`config.mk`:
```
export PLATFORM = sky130hd
export DESIGN_NAME = piso_serializer
export DESIGN_NICKNAME = d
export VERILOG_FILES = /design/src/rtl/serdes_pkg.sv /design/src/rtl/piso_serializer.sv
export SDC_FILE = /design/constraint.sdc
export NUM_CORES = 1
export LEC_CHECK = 0
export CELL_PAD_IN_SITES_DETAIL_PLACEMENT = 1
export CELL_PAD_IN_SITES_GLOBAL_PLACEMENT = 2
export CORE_UTILIZATION = 26
export DETAILED_ROUTE_END_ITERATION = 8
export GPL_TIMING_DRIVEN = 0
export PLACE_DENSITY_LB_ADDON = 0.12
export REMOVE_ABC_BUFFERS = 1
export SLEW_MARGIN = 5
export SYNTH_ARGS = -nofsm -noshare
export SYNTH_HDL_FRONTEND = slang
export SYNTH_SLANG_ARGS = --single-unit
```
`constraint.sdc`:
```
create_clock -name clk -period 1.5 [get_ports clk]
set_input_delay 0.3 -clock clk [delete_from_list [all_inputs] [get_ports clk]]
set_output_delay 0.3 -clock clk [all_outputs]
set_load 0.02 [all_outputs]
```
`src/rtl/serdes_pkg.sv`:
```
// Shared encodings and helpers for the serializer and the SIPO-side framing logic.
package serdes_pkg;

  typedef enum logic {
    ST_IDLE  = 1'b0,
    ST_SHIFT = 1'b1
  } state_t;

  function automatic int CNT_W(input int width);
    return $clog2(width);
  endfunction

endpackage

```
`src/rtl/piso_serializer.sv`:
```
// Parallel-in serial-out serializer with a valid/ready load port and frame strobes.
// Handshake: a word transfers when load_valid && load_ready at a rising clk edge.
module piso_serializer
  import serdes_pkg::*;
#(
  parameter int WIDTH      = 4,
  parameter bit MSB_FIRST  = 1'b1,
  parameter bit IDLE_LEVEL = 1'b0
) (
  input  logic             clk,
  input  logic             rst,
  input  logic             load_valid,
  output logic             load_ready,
  input  logic [WIDTH-1:0] data_in,
  output logic             serial_out,
  output logic             serial_valid,
  output logic             frame_start,
  output logic             frame_last,
  output logic             busy
);

  localparam int CW = CNT_W(WIDTH);

  state_t           state;
  logic [WIDTH-1:0] shift_reg;
  logic [CW-1:0]    bit_cnt;
  logic             last_bit;
  logic             in_shift;

  assign in_shift = (state == ST_SHIFT);
  assign last_bit = (bit_cnt == CW'(WIDTH - 1));

  // Ready in idle and on the last bit, so a waiting word follows with no bubble.
  assign load_ready   = !in_shift || last_bit;
  assign serial_valid = in_shift;
  assign busy         = in_shift;
  assign serial_out   = in_shift ? (MSB_FIRST ? shift_reg[WIDTH-1] : shift_reg[0]) : IDLE_LEVEL;
  assign frame_start  = in_shift && (bit_cnt == '0);
  assign frame_last   = in_shift && last_bit;

  always_ff @(posedge clk or posedge rst) begin
    if (rst) begin
      state     <= ST_IDLE;
      shift_reg <= '0;
      bit_cnt   <= '0;
    end else begin
      case (state)
        ST_IDLE: begin
          if (load_valid) begin
            shift_reg <= data_in;
            bit_cnt   <= '0;
            state     <= ST_SHIFT;
          end
        end
        ST_SHIFT: begin
          if (!last_bit) begin
            shift_reg <= MSB_FIRST ? {shift_reg[WIDTH-2:0], 1'b0}
                                   : {1'b0, shift_reg[WIDTH-1:1]};
            bit_cnt   <= bit_cnt + CW'(1);
          end else if (load_valid) begin
            shift_reg <= data_in;
            bit_cnt   <= '0;
          end else begin
            bit_cnt <= '0;
            state   <= ST_IDLE;
          end
        end
        default: state <= ST_IDLE;
      endcase
    end
  end

endmodule

```
==> metrics.md, run 1 <==
| Metric | Value |
|---|---|
| Nets | `slightly above 60` |
| Clock Latency Late Sink | `0.25 ns` |
| Post-synth top area cell | `dfrtp_1` |
| Min-Delay Path Class | `in -> async` |
| Cell Area, Synth | `400.4 µm²` |
| Relative slew slack | `0.7574` |
| TritonCTS clock tree | `done` |
| I/O pin count | `13` |
| RSZ-0062 raised after global routing | `yes` |
| Synth top cells by count | `7 x dfrtp_1, 4 x and2_1, 4 x nand2b_1` |
| Maximum root-to-sink buffer count | `2` |
| Ant diodes | `0` |
| Final WL | `807 µm` |
| Worst Clk Skew | `between 0.0007 and 0.0008 ns` |
| Critical Path End Type | `output pin` |
| Sequential area share after synthesis | `0.4375` |
| Drt initial violations | `2` |
| Power density over cell area | `1985 mW/mm²` |
| Core area | `about 0.0014 mm²` |
| Non-Filler Instances | `65` |
| H-Tree Depth | `1` |
| Leakage | `~0.28 nW` |
| Critical path required time | `roughly 1.2 ns` |
| Post-layout min period | `1.502 ns` |
| Clk sinks | `7` |
| Setup violators final | `1` |
| Syn avg cell area | `approximately 12 µm²` |
| Mapped Cells | `33` |
| Count leader, synth | `dfrtp_1` |
| Area Overhead vs Synth | `47.19%` |
| HPWL after DPL | `between 500 and 600 µm` |
| Routed vias | `283` |
| CTS Hold Bufs | `0` |
| Vias/cell | `4.354` |
| First-pass GRT wire length | `1.311 mm` |
| Status | `complete, but fails checks` |
| Row count | `13` |
| Die area | `between 0.0015 and 0.002 mm²` |
| Cell variety after synth | `13` |
| Post-synth EDFFs | `0` |
| Fin. Hold Viols | `0` |
| Clock buffer count from CTS | `3` |
| Global route total overflow | `0` |
| Share of layout cells above drive strength 1 | `0.4200` |
| Peak Freq | `between 600 and 700 MHz` |
| DRC | `0` |
| Fin worst setup slack | `-0.001950 ns` |
| Placer Congestion | `0.6033` |
| Slew Limit Fails | `0` |
| Fin crit share | `1.001` |
| Die W | `approximately 41 µm` |
| Vias in the first global route | `~300` |
| Placed cell area | `520.5 µm²` |
| VDD IR-drop max | `between 0.6 and 0.7 mV` |
| Setup Crit Path Kind | `reg -> out` |
| Post-route ant nets | `0` |
| Top cell type's share of synthesized area | `0.4375` |
| Die Y-Extent | `between 40 and 50 µm` |
| Clk pin slew, worst setup/hold paths | `approximately 0.050 ns` |
| CP max FO | `4` |
| Fraction of registers with async set/reset | `1.000` |
| Failing checks | `negative setup slack` |
| Number of flip-flops in the largest register | `4` |
| Worst Path Arrival | `roughly 1.2 ns` |
| Port buffer count | `12` |
| Wire length per cell | `between 10 and 15 µm` |
| Crit path launch type | `flip-flop` |
| Clock Tree Root | `clkbuf_4` |
| Max Cap Viol | `0` |
| Overall routing resource usage | `0.1270` |
| Design Area, Final | `between 500 and 600 µm²` |
| YS warnings | `0` |
| Top cells by area, synth | `dfrtp_1 44%, mux2_4 11%, ha_1 9.4%` |
| Initial core utilization | `0.2930` |
| DRT Pass-1 Iters | `4` |
| Worst-Margin Slew | `about 0.36 ns` |
| Initial antenna violation count | `0` |
| Dpl cells | `slightly below 60` |
| Synth Flop Type | `dfrtp_1` |
| Seq cells post-synth | `7` |
| Pin count of the biggest net entering global routing | `11` |
## per-layer routing
metal	routed length [µm]	track usage	up-vias
met5	0	0	-
met4	0	0.09677	0
met3	41	0.03261	0
met2	427	0.2148	11
met1	338	0.1325	132
li1	-	-	140
## cell families after synthesis
| logic type | Yosys count | share of synthesized area |
|---|---|---|
| and+or+nand+nor | 9 | 0.1343 |
| adders and majority gates | 3 | 0.09376 |
| muxes | 7 | 0.2250 |
| DFF | 7 | 0.4375 |
| buffers and inverters | 5 | 0.07500 |
| AOI/OAI and AO/OA | 2 | 0.03439 |
## power breakdown
part	leakage (nW)	switching [mW]	internal, mW	total [mW]
clock	0.0150	0.0724	0.102	0.174
sequential	0.0859	0.0716	0.271	0.343
combinational	0.183	0.286	0.366	0.653
total	0.284	0.430	0.739	1.17
## layout by cell type, fill, tap and decap left out, drive strengths merged
master | netlist | layout
dfrtp | 7 | 7
mux2 | 7 | 7
clkdlybuf4s50 | 0 | 6
buf | 2 | 6
clkbuf | 0 | 5
nand2b | 4 | 4
and2 | 4 | 4
inv | 3 | 3
ha | 3 | 3
dlygate4sd2 | 0 | 2
nand2 | 1 | 1
o31ai | 1 | 1
o22ai | 1 | 1
## metrics by stage
step	worst slack [ns]	utilization	total power, mW	hold WS, ns	TNS, ns
after detailed placement	-0.2054	0.3810	0.8980	0.5076	-1.117
final	-0.001950	0.4313	1.170	0.2762	-0.001950
after global placement	-0.1845	0.3810	0.8649	0.4908	-0.9238
after CTS	-0.07005	0.4029	1.082	0.2764	-0.07738
after global routing	-0.05705	0.4313	1.284	0.3201	-0.1146
after floorplan	0.2492	-	0.6662	0.1034	0
## layout make-up
| class | instances | area (µm²) |
|---|---|---|
| fill | 155 | 777.0 |
| timing repair buffer | 15 | 136.4 |
| sequential | 7 | 176.4 |
| tap | 15 | 18.77 |
| inverter | 3 | 11.26 |
| clock buffer | 4 | 26.28 |
| multi-input combinational | 21 | 220.2 |
## worst max-delay path, stage by stage, from the launching register on
cell      delay (ns)
dfrtp_1         0.41
buf_6           0.14
ha_4            0.14
nand2b_4        0.13
buf_6           0.13
## path summary, 6_finish.rpt
| path | startpoint | endpoint | slack, ns | depth (start not counted) |
|---|---|---|---|---|
| max | bit_cnt[0]$_DFFE_PP0P_ | load_ready | -0.002 | 4 |
| min | rst | bit_cnt[1]$_DFFE_PP0P_ | 0.28 | 2 |
| max reg2reg | bit_cnt[0]$_DFFE_PP0P_ | shift_reg[3]$_DFF_PP0_ | 0.21 | 3 |
| min reg2reg | shift_reg[0]$_DFF_PP0_ | shift_reg[1]$_DFF_PP0_ | 0.51 | 1 |
| max in group asynchronous | rst | busy$_DFF_PP0_ | 0.99 | 2 |
| min in group clk | shift_reg[0]$_DFF_PP0_ | shift_reg[1]$_DFF_PP0_ | 0.51 | 1 |
## what timing repair did
item | in CTS | in global routing
setup buffers | 1 | 2
resized for setup | 19 | 9
pin swaps | 0 | 2
setup endpoints to repair | 6 | 4
hold endpoints to repair | 0 | 0
(Power assumes the default switching activity.)
==> inputs of run 2 (changes only) <==
--- a/config.mk
+++ b/config.mk
@@ -5,6 +5,7 @@
 export SDC_FILE = /design/constraint.sdc
 export NUM_CORES = 1
 export LEC_CHECK = 0
+export ABC_CLOCK_PERIOD_IN_PS = 1500
 export CELL_PAD_IN_SITES_DETAIL_PLACEMENT = 1
 export CELL_PAD_IN_SITES_GLOBAL_PLACEMENT = 2
 export CORE_UTILIZATION = 26
@@ -12,7 +13,7 @@
 export GPL_TIMING_DRIVEN = 0
 export PLACE_DENSITY_LB_ADDON = 0.12
 export REMOVE_ABC_BUFFERS = 1
-export SLEW_MARGIN = 5
+export SLEW_MARGIN = 20
 export SYNTH_ARGS = -nofsm -noshare
 export SYNTH_HDL_FRONTEND = slang
 export SYNTH_SLANG_ARGS = --single-unit
==> results of run 2 <==
The final DEF is identical to that of run 1; final timing and power are the same.
